[src/rtl/bus_seq_pkg.sv]
// -----------------------------------------------------------------------------
// bus_seq_pkg
// Shared definitions for the bus drive sequencer and the bus masters that reuse
// its round-robin arbiter.
//   state_t       : sequencer states (ST_PARK is reached only when the top is
//                   built with BUS_SEQ_PARK_EN defined)
//   DEF_TURN      : default number of dead cycles between bus owners
//   DEF_HOLD_MAX  : default DRIVE cycles allowed while another source waits
//   idx_w()       : width of an index into N sources (at least 1 bit)
// -----------------------------------------------------------------------------
package bus_seq_pkg;

   typedef enum logic [1:0] {
      ST_IDLE  = 2'd0,
      ST_TURN  = 2'd1,
      ST_DRIVE = 2'd2,
      ST_PARK  = 2'd3
   } state_t;

   localparam int unsigned DEF_TURN     = 1;
   localparam int unsigned DEF_HOLD_MAX = 16;

   function automatic int unsigned idx_w(input int unsigned n);
      return (n > 1) ? $clog2(n) : 1;
   endfunction

endpackage

[src/rtl/rr_arbiter.sv]
// -----------------------------------------------------------------------------
// rr_arbiter
// Combinational round-robin pick. The search begins at index 'start' and wraps;
// the first requesting index wins. When mask_en is set, index mask_idx is
// excluded from the search (used to keep a releasing owner off the bus).
// Ports:
//   req       in  N   request vector, active-high
//   mask_en   in  1   exclude mask_idx from the search
//   mask_idx  in  W   index to exclude
//   start     in  W   first index examined
//   gnt_oh    out N   one-hot winner (all zero when nothing eligible)
//   gnt_idx   out W   winner index (0 when nothing eligible)
// -----------------------------------------------------------------------------
module rr_arbiter
   import bus_seq_pkg::*;
#(
   parameter int unsigned N = 4,
   parameter int unsigned W = idx_w(N)
) (
   input  logic [N-1:0] req,
   input  logic         mask_en,
   input  logic [W-1:0] mask_idx,
   input  logic [W-1:0] start,
   output logic [N-1:0] gnt_oh,
   output logic [W-1:0] gnt_idx
);

   localparam logic [W-1:0] LAST = W'(N - 1);

   logic [N-1:0] eligible;
   logic [W-1:0] probe;
   logic         found;

   always_comb begin
      // NOTE: every variable gets a default at the top of a combinational
      // block so no path leaves it unassigned, which would infer a latch.
      eligible = req & ~(mask_en ? (N'(1) << mask_idx) : '0);
      gnt_oh   = '0;
      gnt_idx  = '0;
      found    = 1'b0;
      probe    = start;
      for (int i = 0; i < int'(N); i++) begin
         if (!found && (|(eligible & (N'(1) << probe)))) begin
            found   = 1'b1;
            gnt_oh  = N'(1) << probe;
            gnt_idx = probe;
         end
         probe = (probe == LAST) ? '0 : probe + W'(1);
      end
   end

endmodule

[src/rtl/bus_drive_sequencer.sv]
// -----------------------------------------------------------------------------
// bus_drive_sequencer
// Generates the active-low output enables for a bank of inverting tri-state
// bus buffers sharing one bus. Sources are served round-robin; exactly one
// enable is low at a time and TURN all-high dead cycles separate owners.
// An owner is force-released after HOLD_MAX cycles if another source waits.
//
// Optional feature: define BUS_SEQ_PARK_EN to keep the last owner's buffer
// enabled (PARK) while the bus is otherwise unrequested; the same owner can
// then resume without a turnaround.
//
// Ports:
//   CLK    in   1     rising-edge clock
//   RESET  in   1     synchronous, active-high reset
//   REQ    in   NSRC  per-source level request
//   ENB_N  out  NSRC  per-buffer output enable, active-low, registered
//   GNT    out  NSRC  one-hot grant, registered
//   BUSY   out  1     high whenever the sequencer is not IDLE
//   OWNER  out  W     index of current or last owner
// -----------------------------------------------------------------------------
module bus_drive_sequencer
   import bus_seq_pkg::*;
#(
   parameter int unsigned NSRC     = 4,
   parameter int unsigned TURN     = DEF_TURN,
   parameter int unsigned HOLD_MAX = DEF_HOLD_MAX
) (
   input  logic                   CLK,
   input  logic                   RESET,
   input  logic [NSRC-1:0]        REQ,
   output logic [NSRC-1:0]        ENB_N,
   output logic [NSRC-1:0]        GNT,
   output logic                   BUSY,
   output logic [idx_w(NSRC)-1:0] OWNER
);

   localparam int unsigned OW = idx_w(NSRC);
   localparam int unsigned TW = $clog2(TURN + 1);
   localparam int unsigned HW = $clog2(HOLD_MAX + 1);

   localparam logic [OW-1:0] LAST_IDX = OW'(NSRC - 1);
   localparam logic [TW-1:0] TURN_LD  = TW'(TURN);
   localparam logic [HW-1:0] HOLD_SAT = HW'(HOLD_MAX);
   localparam logic [HW-1:0] HOLD_LIM = HW'(HOLD_MAX - 1);

`ifdef BUS_SEQ_PARK_EN
   localparam state_t REST_STATE = ST_PARK;
`else
   localparam state_t REST_STATE = ST_IDLE;
`endif

   state_t            state_q, state_nxt;
   logic [OW-1:0]     owner_q;
   logic [OW-1:0]     win_idx_q;
   logic [NSRC-1:0]   win_oh_q;
   logic [TW-1:0]     turn_cnt_q;
   logic [HW-1:0]     hold_cnt_q;
   logic [NSRC-1:0]   enb_n_q, enb_n_nxt;
   logic [NSRC-1:0]   gnt_q, gnt_nxt;

   logic [NSRC-1:0]   owner_oh;
   logic [NSRC-1:0]   others;
   logic              owner_req;
   logic              drive_release;
   logic [OW-1:0]     start_idx;
   logic [NSRC-1:0]   arb_oh;
   logic [OW-1:0]     arb_idx;
   logic              enter_turn;
   logic              enter_drive;

   assign owner_oh  = NSRC'(1) << owner_q;
   assign others    = REQ & ~owner_oh;
   assign owner_req = |(REQ & owner_oh);
   assign start_idx = (owner_q == LAST_IDX) ? '0 : owner_q + OW'(1);

   // Forced release only when someone else is waiting, so a forced release
   // always has a successor to arbitrate for.
   assign drive_release = !owner_req || ((hold_cnt_q == HOLD_LIM) && (|others));

   // Outside IDLE the owner is leaving the bus, so it is kept out of the pick;
   // from IDLE every requester, including the last owner, is eligible.
   rr_arbiter #(
      .N (NSRC),
      .W (OW)
   ) u_arb (
      .req      (REQ),
      .mask_en  (state_q != ST_IDLE),
      .mask_idx (owner_q),
      .start    (start_idx),
      .gnt_oh   (arb_oh),
      .gnt_idx  (arb_idx)
   );

   // State register
   always_ff @(posedge CLK) begin
      // NOTE: sequential state uses non-blocking assignments so every register
      // samples the pre-edge values regardless of statement order.
      if (RESET) state_q <= ST_IDLE;
      else       state_q <= state_nxt;
   end

   // Next-state logic
   always_comb begin
      state_nxt = state_q;
      case (state_q)
         ST_IDLE:  if (|REQ) state_nxt = ST_TURN;
         ST_TURN:  if (turn_cnt_q <= TW'(1)) state_nxt = ST_DRIVE;
         ST_DRIVE: if (drive_release) state_nxt = (|others) ? ST_TURN : REST_STATE;
`ifdef BUS_SEQ_PARK_EN
         // Another source outranks the parked owner's own request.
         ST_PARK: begin
            if (|others)        state_nxt = ST_TURN;
            else if (owner_req) state_nxt = ST_DRIVE;
         end
`endif
         default:  state_nxt = ST_IDLE;
      endcase
   end

   assign enter_turn  = (state_nxt == ST_TURN)  && (state_q != ST_TURN);
   assign enter_drive = (state_nxt == ST_DRIVE) && (state_q != ST_DRIVE);

   // Output decode: enables and grant are a function of the state being
   // entered, then registered, so they change on the same edge as the state.
   always_comb begin
      enb_n_nxt = '1;
      gnt_nxt   = '0;
      case (state_nxt)
         ST_DRIVE: begin
            if (state_q == ST_TURN) begin
               enb_n_nxt = ~win_oh_q;
               gnt_nxt   = win_oh_q;
            end else begin
               enb_n_nxt = ~owner_oh;
               gnt_nxt   = owner_oh;
            end
         end
         ST_PARK: enb_n_nxt = ~owner_oh;
         default: ;
      endcase
   end

   // Counters, winner latch, owner and output registers
   always_ff @(posedge CLK) begin
      // NOTE: all control registers are reset here; there is no storage array
      // that could be left unreset.
      if (RESET) begin
         owner_q    <= LAST_IDX;
         win_idx_q  <= '0;
         win_oh_q   <= '0;
         turn_cnt_q <= '0;
         hold_cnt_q <= '0;
         enb_n_q    <= '1;
         gnt_q      <= '0;
      end else begin
         enb_n_q <= enb_n_nxt;
         gnt_q   <= gnt_nxt;

         // The winner is frozen on entry to TURN; later REQ changes are not
         // re-examined until the winner has had its DRIVE cycle.
         if (enter_turn) begin
            win_idx_q  <= arb_idx;
            win_oh_q   <= arb_oh;
            turn_cnt_q <= TURN_LD;
         end else if ((state_q == ST_TURN) && (turn_cnt_q != '0)) begin
            turn_cnt_q <= turn_cnt_q - TW'(1);
         end

         if (enter_drive) begin
            hold_cnt_q <= '0;
         end else if ((state_q == ST_DRIVE) && (hold_cnt_q != HOLD_SAT)) begin
            hold_cnt_q <= hold_cnt_q + HW'(1);
         end

         if ((state_q == ST_TURN) && (state_nxt == ST_DRIVE)) owner_q <= win_idx_q;
      end
   end

   assign ENB_N = enb_n_q;
   assign GNT   = gnt_q;
   assign OWNER = owner_q;
   assign BUSY  = (state_q != ST_IDLE);

endmodule

[config.mk]
export PLATFORM = sky130hd
export DESIGN_NAME = bus_drive_sequencer
export DESIGN_NICKNAME = d
export VERILOG_FILES = /design/src/rtl/bus_seq_pkg.sv /design/src/rtl/rr_arbiter.sv /design/src/rtl/bus_drive_sequencer.sv
export SDC_FILE = /design/constraint.sdc
export NUM_CORES = 1
export LEC_CHECK = 0
export BUFFER_PORTS_ARGS = -buffer_cell sky130_fd_sc_hd__buf_2
export CAP_MARGIN = 10
export CELL_PAD_IN_SITES_DETAIL_PLACEMENT = 1
export CELL_PAD_IN_SITES_GLOBAL_PLACEMENT = 2
export CORE_AREA = 2 2 61 78
export CTS_CLUSTER_DIAMETER = 120
export DETAILED_ROUTE_END_ITERATION = 10
export DIE_AREA = 0 0 63 80
export GPL_ROUTABILITY_DRIVEN = 0
export HOLD_SLACK_MARGIN = 0.12
export PLACE_DENSITY_LB_ADDON = 0.15
export SLEW_MARGIN = 20
export SYNTH_ARGS = -nofsm -noshare
export SYNTH_HDL_FRONTEND = slang
export SYNTH_SLANG_ARGS = --single-unit
[constraint.sdc]
create_clock -name CLK -period 3 [get_ports CLK]
set_clock_uncertainty 0.05 [all_clocks]
set_input_delay 0.15 -clock CLK [delete_from_list [all_inputs] [get_ports CLK]]
set_output_delay 0.15 -clock CLK [all_outputs]
set_load 0.05 [all_outputs]
After elaboration in Yosys (flattened, before gate mapping). Index checks and enable logic that the tools add are counted.

Output and inout port bits: 11. Register bits after elaboration: 24. Word-level logic and storage cells: 96. Bits of input ports: 6.

Bitwise gates (word level): 11. Shift operators: 5. Add/subtract/negate cells: 6. Order comparisons: 1. Equality and inequality tests: 13. Mux-type cells: 26. Reduce and logical (&&, ||, !) cells: 26.

Operators by type and width (number): $and 4x4->4 (7); $mux 4 (7); $reduce_or 4->1 (7); $mux 2 (11); $shl 1x2->4 const A (5); $eq 2x2->1 const B (7); $not 4->4 (3); $logic_and 1x1->1 (9); $add 2x1->2 const B (4); $pmux 4 s2 (1); $mux 1 (6); $pmux 2 s3 (1); $add 5x1->5 const B (1); $eq 5x4->1 const B (1); $ne 5x5->1 const B (1); $eq 2x1->1 const B (2); $logic_not 1->1 (4); $reduce_bool 2->1 (2); $reduce_or 2->1 (2); $logic_not 2->1 (1); $ne 2x1->1 const B (1); $ne 2x2->1 const B (1); $le 1x1->1 const B (1); $logic_or 1x1->1 (1); 2 further kinds (2).

Depth between registers and ports, before layout. Gate-level depths: netlist (run 1).

Depth after elaboration: 16. Depth in mapped cells: 9. Mapped depth without buffers: 8.

Modules after synthesis. Synthesis (run 1) repeated with hierarchy kept, for this count alone.

Cells, all modules: 179. Area, all modules: 1541.5 µm².

By module, submodules not included: bus_drive_sequencer (seq. area each 460.4 µm², instances 1, cells an instance 114, area an instance 1098.6 µm²); rr_arbiter (seq. area each 0.0 µm², instances 1, cells an instance 65, area an instance 442.9 µm²).

Worst setup path before layout (run 1). No wires, ideal clock.

Path kind: reg2reg. Start point: register owner_q[0], in the netlist OWNER[0]. End point: register win_idx_q[1]. Path slack: 307 ps. Clock period less this slack: 2693 ps. Required time: 2807 ps. Arrival: 2500 ps. Stages on the path, launching flop included: 9. Buffers on the path: 1. Setup time: 143 ps. Cells stage by stage: dfxtp_1 > inv_1 > ha_1 > and3_1 > or4_1 > buf_2 > a211o_1 > a21oi_1 > o32ai_1.

Longest elaborated chain between the ends: 16. Elaborated cells between the ends (all ways): 54. Classes of those cells: add/sub (4); eq/ne (5); shift (5); mux (15); bitwise (9); reduce/logical (16).

Ends and longest elaborated chain: start: declaration (RTL line bus_drive_sequencer.sv:53) `logic [OW-1:0] owner_q;`; start signal: assignment (RTL line bus_drive_sequencer.sv:175) `if ((state_q == ST_TURN) && (state_nxt == ST_DRIVE)) owner_q <= win_idx_q;`; parallel branches: the longest is 16 deep, another holds $add 2x1->2; end signal: assignment (RTL line bus_drive_sequencer.sv:162) `win_idx_q <= arb_idx;`; end: declaration (RTL line bus_drive_sequencer.sv:54) `logic [OW-1:0] win_idx_q;`.

Parallel ways; which one is timed is not known. A chain may end at the register's enable or synchronous reset.

Final worst setup path (run 1). Ends and elaborated chain as after synthesis.

==> metrics.csv, run 1 <==
metric,value,unit
RSZ-0062 raised after global routing,false,
CTS buffer count,3,
IO Count,17,
CTS sink count,23,
largest net degree at the start of global routing,15,
first-pass GRT wire length,6.98,mm
status,completed,
Critical Path AT,2810,ps
Setup CP Type,flip-flop to flip-flop,
slowest library cell on the worst path,or4_1,
"Min Clock Period, post-route",2700,ps
Residual DRC,0,
Avg Inst Size Synth,8.46,um^2
"Seq/Total Area, Yosys",32.4,%
die area,5040,um^2
worst slew pin tran,510,ps
CTS max path bufs,2,
CORE AREA,4290,um^2
Synth warnings,0,
# resized after CTS,0,
pre-CTS setup slack,354,ps
Syn Std Cell Area,1420,um^2
WL/cell,17.2,um
Yosys reg bits,23,
Row Count,27,
worst vdd ir,0.228,mV
max-slew headroom at the worst pin,65.7,%
largest cells by area after synthesis,"dfxtp_1 (32%), ha_1 (9.7%), and3_1 (4.4%), nand2b_1 (4.4%), a21oi_1 (3.9%)",
Final TNS setup,0,ps
clk_lat worst skew,270,ps
DRT Pass-1 Iters,4,
number of max-cap violations,0,
Min-Delay Endpoint,state_q[0],
Die Y,80,um
"Slew Viols, Final",0,
DR vias/cell,5.60,
PwrDens,611,nW/um^2
Filler cells,535,
Achievable Freq,0.370,GHz
initial DRC count,36,
Netlist cell types,44,
crit-path cells,inv_1 > ha_1 > o21ai_1 > and3_1 > or4_1 > a21oi_1 > o221a_1 > o32ai_1,
GR Util All Layers,17.8,%
crit path max fanout,7,
flop-to-flop setup slack,300,ps
DIE WIDTH,63,um
R2R cell count,8,
worst path buffer plus inverter count,1,
CP peak stage delay,640,ps
fin worst setup slack,297,ps
Reg-to-Reg Start,OWNER[0],
clock root buffer,clkbuf_8,
post-synth top area share,32.4,%
Via Count,1356,
Detailed Route WL,4.17,mm
Final Cycle Share,90.1,%
area grow syn2layout,12.9,%
layout cells sized above 1,14.1,%
final setup fails,0,
critical path startpoint category,flip-flop,
Min-Delay Path Class,input port to flip-flop,
"Net Count, Synth",185,
Hold Startpoint,REQ[3],
WP data required,3110,ps
final antenna-violating net count,0,
Final Hold Fails,0,
HPWL Detailed,3.21,mm
initial core utilization,33.1,%
Post-layout nets,202,
"delay-heaviest family, CP",simple AND/OR/NAND/NOR gates,
number of global-route vias before repair,1403,
WHS Path Cells,4,
r2r endpoint,win_idx_q[1],
nature of the critical path endpoint,flip-flop,
I/O Buffers,16,
clk slew on worst S/H paths,90,ps
Post CTS Setup Buffer Count,0,
"area leader, netlist",dfxtp_1,
n_diodes,0,
CTS tree,done,
Pleak,0.698,nW
htree depth,1,
post-synthesis cell count,168,
gr ovfl total,0,
initial antenna violation count,0,
[layout by cell type, fill, tap and decap left out, drive strengths merged, types with 3 or more instances in the layout]
cell type,instances
nand2b,10
a31oi,5
and2,3
and3,10
inv,12
o221ai,4
o21ai,9
nand2,9
a22oi,3
a21oi,11
o211ai,3
mux2i,4
buf,17
ha,11
nand3,7
nand4,6
nor2,8
dfxtp,23
clkbuf,3
[repair_timing]
item,CTS,global route
setup endpoints to repair,0,0
endpoints found under the hold margin,3,0
hold buffers,1,0
[layer usage]
metal  vias up  global-route usage (%)  part of all wire (%)
met5         -                       0                     0
met2        33                    32.8                    52
met4         0                    8.67                   2.7
met3         8                    2.68                   2.6
li1        657                       -                     -
met1       658                    19.8                    42
[report_power, final]
part	internal, mW	leakage (nW)	switching (mW)
Combinational	0.142	0.485	0.264
Clock	0.0929	0.0255	0.105
Sequential	0.343	0.188	0.0344
Total	0.578	0.698	0.403
[sequential cells by signal (all words and copies together) (netlist names)]
name and cells:
ENB_N 4, GNT 4, OWNER 2, hold_cnt_q 5
state_q 2, win_idx_q 2, win_oh_q 4
[cell type report]
cell class | instances | area, um^2 | share of cell area [%]
clock buffer | 3 | 41.3 | 2.57
sequential | 23 | 460 | 28.7
multi-input combinational | 126 | 880 | 54.8
clock inverter | 1 | 5.00 | 0.312
tap | 58 | 72.6 | 4.52
timing repair buffer | 18 | 97.6 | 6.08
inverter | 13 | 48.8 | 3.04
[cell families (layout without fill, tap and decap cells)]
group / count (synthesis) / after routing / share of synthesized area (%)
compound gates: 48 / 48 / 23.5
xor+xnor: 2 / 2 / 1.23
fa+ha+maj: 11 / 11 / 9.68
buf+inv: 19 / 35 / 5.72
flops: 23 / 23 / 32.4
mux: 4 / 4 / 2.82
simple gates: 61 / 61 / 24.6
[stage by stage]
step,cells,area [um^2],utilization (%),hold slack (ps),total power [mW]
after floorplan,168,1420,-,169,0.682
after global placement,237,1550,36.1,357,0.778
after detailed placement,237,1550,36.1,356,0.781
after CTS,242,1610,37.4,389,0.986
after global routing,242,1610,37.4,453,1.05
final,242,1610,37.4,396,0.981
[synth_stat cells]
cell type / number
dfxtp_1: 23
inv_1: 12
a21oi_1: 11
ha_1: 11
and3_1: 10
nand2b_1: 10
nand2_1: 9
nor2_1: 8
nand3_1: 7
nand4_1: 6
a31oi_1: 5
o21ai_1: 5
mux2i_1: 4
o221ai_1: 4
a22oi_1: 3
o211ai_1: 3
o21ai_0: 3
and2_1: 2
buf_2: 2
buf_4: 2
clkbuf_1: 2
o41ai_1: 2
or2_2: 2
or4_1: 2
a211o_1: 1
a21boi_0: 1
a221o_1: 1
a221oi_1: 1
a41o_1: 1
and2_0: 1
and4_1: 1
clkinv_1: 1
nor2b_1: 1
nor4_1: 1
nor4_4: 1
o211a_1: 1
o21a_1: 1
o21ai_2: 1
o221a_1: 1
o221a_2: 1
o31ai_1: 1
o32ai_1: 1
xnor2_1: 1
xor2_1: 1
[worst min-delay path: stages]
cell and delay (ps):
buf_2 130, o41ai_1 100, o21a_1 140, nor2_1 150
[worst max-delay path by stage]
| stage | startpoint | to | slack [ps] | cells after the start |
|---|---|---|---|---|
| 3_5_place_dp | OWNER[0] | win_idx_q[1] | 350 | 8 |
| 5_1_grt | OWNER[0] | win_oh_q[3] | 20 | 8 |
| 6_report | OWNER[0] | win_idx_q[1] | 300 | 8 |
| 3_3_place_gp | OWNER[0] | win_idx_q[1] | 360 | 8 |
| 2_1_floorplan | OWNER[0] | win_idx_q[1] | 310 | 8 |
| 4_1_cts | OWNER[0] | win_idx_q[1] | 310 | 8 |
(Power assumes the default switching activity.)
==> run 2: changes to the inputs <==
- RECOVER_POWER: not set -> 50
==> run 2 against run 1 <==
Net effect:
- critical path depth unchanged
- die area unchanged
- first-iteration DRC count increased by 11%
- routed wire length increased by 0.17%
- maximum frequency about the same
- worst setup slack got worse by 1.9 ps
- cell count unchanged
- global-route usage unchanged
- design area decreased by 0.86%
- non-clock buffer count unchanged
- clock power about the same
- via count decreased by 0.37%
- critical path type unchanged
- largest cell class unchanged
==> metrics.csv, run 2 (synthesis results as in run 1) <==
metric,value,unit
DRT met1 WL,1.76,mm
worst hold margin,396,ps
P_int,0.574,mW
Highest Signal Layer,met4,
n_diodes,0,
overall power,0.978,mW
sequential share of power,38.6,%
Min-Delay Path Class,input port to flip-flop,
Non-Filler Instances,242,
Achievable Freq,0.370,GHz
Post-Place Cells,237,
CTS max path bufs,2,
Setup CP Type,flip-flop to flip-flop,
Filler cells,542,
fin worst setup slack,295,ps
final setup fails,0,
"most common cell after layout, fill and taps aside",dfxtp_1,
Via Count,1351,
max reg flops,5,
clk_lat worst skew,270,ps
Final Cycle Share,90.2,%
"Min Clock Period, post-route",2700,ps
area grow syn2layout,12.0,%
layout cells sized above 1,8.15,%
nature of the critical path endpoint,flip-flop,
critical path startpoint category,flip-flop,
switching power,0.404,mW
Post CTS Setup Buffer Count,0,
max-slew headroom at the worst pin,59.7,%
pre-CTS setup slack,354,ps
number of max-cap violations,0,
status,completed,
WP data required,3110,ps
Met3 Wirelength,120,um
GR Util All Layers,17.8,%
Residual DRC,0,
Detailed Route WL,4.18,mm
largest net degree at the start of global routing,15,
Clock power frac,20.3,%
initial DRC count,40,
worst slew pin tran,607,ps
DRT Pass-1 Iters,4,
final antenna-violating net count,0,
sw frac,41.3,%
DR vias/cell,5.58,
"Slew Viols, Final",0,
WL/cell,17.3,um
CTS tree,done,
CTS sink count,23,
combinational power share,41.2,%
most frequent cells in the layout,"dfxtp_1 (23), inv_1 (12), a21oi_1 (11), ha_1 (11), clkbuf_1 (11)",
gr ovfl total,0,
DIE WIDTH,63,um
I/O Buffers,16,
die area,5040,um^2
IO Count,17,
Pleak,0.670,nW
Top reg by flops,hold_cnt_q,
Critical Path AT,2820,ps
initial antenna violation count,0,
PwrDens,615,nW/um^2
Final TNS setup,0,ps
number of global-route vias before repair,1403,
CTS buffer count,3,
initial core utilization,33.1,%
Final Hold Fails,0,
htree depth,1,
CORE AREA,4290,um^2
HPWL Detailed,3.21,mm
Row Count,27,
first-pass GRT wire length,6.98,mm
Die Y,80,um
Post-layout nets,202,
clock root buffer,clkbuf_8,
RSZ-0062 raised after global routing,false,
worst vdd ir,0.227,mV
crit path max fanout,7,
clk slew on worst S/H paths,90,ps
Met2 Wirelength,2.18,mm
run 2: changes by cell type in the layout (fill, tap and decap cells not counted):
| cell | change |
|---|---|
| buf_2 | -11 |
| clkbuf_1 | +11 |
run 2: final cells by class:
cell class              instances  area [um^2]  area share [%]
clock buffers                   3         41.3            2.59
clock inverters                 1         5.00           0.314
flip-flops and latches         23          460            28.9
well taps                      58         72.6            4.56
inverters                      13         48.8            3.07
repair buffers                 18         83.8            5.27
multi-input cells             126          880            55.3
run 2: critical path, stage by stage (launching register included):
cell and delay [ps]:
dfxtp_1 370, inv_1 210, ha_1 340, o21ai_1 150
and3_1 250, or4_1 640, a21oi_1 250, o221a_1 240
o32ai_1 90
run 2: final timing paths:
kind / startpoint / endpoint / slack (ps) / cells after the start
worst min-delay path: REQ[3] / state_q[0] / 400 / 4
worst max register to register: OWNER[0] / win_idx_q[1] / 300 / 8
worst max-delay path: OWNER[0] / win_idx_q[1] / 300 / 8
worst min register to register: win_oh_q[3] / GNT[3] / 450 / 2
run 2: power groups by stage:
stage | clock network (mW) | registers (mW) | logic [mW]
floorplan | 0 | 0.402 | 0.280
global placement | 0 | 0.382 | 0.396
detailed placement | 0 | 0.384 | 0.397
CTS | 0.206 | 0.377 | 0.403
global route | 0.219 | 0.384 | 0.441
finish | 0.198 | 0.377 | 0.403
run 2: metal layers:
layer,global-route usage [%],vias up
li1,-,657
met3,2.68,8
met2,32.8,34
met4,8.67,0
met1,19.8,652
met5,0,-
run 2: per-stage QoR:
stage / utilization (%) / area [um^2]
CTS: 37.4 / 1610
detailed placement: 36.1 / 1550
global route: 37.1 / 1590
finish: 37.1 / 1590
global placement: 36.1 / 1550
floorplan: - / 1420
run 2: what timing repair did:
item	CTS	global route
endpoints found under the setup margin	0	0
hold buffers	1	0
gates resized for setup	0	0
endpoints found under the hold margin	3	0
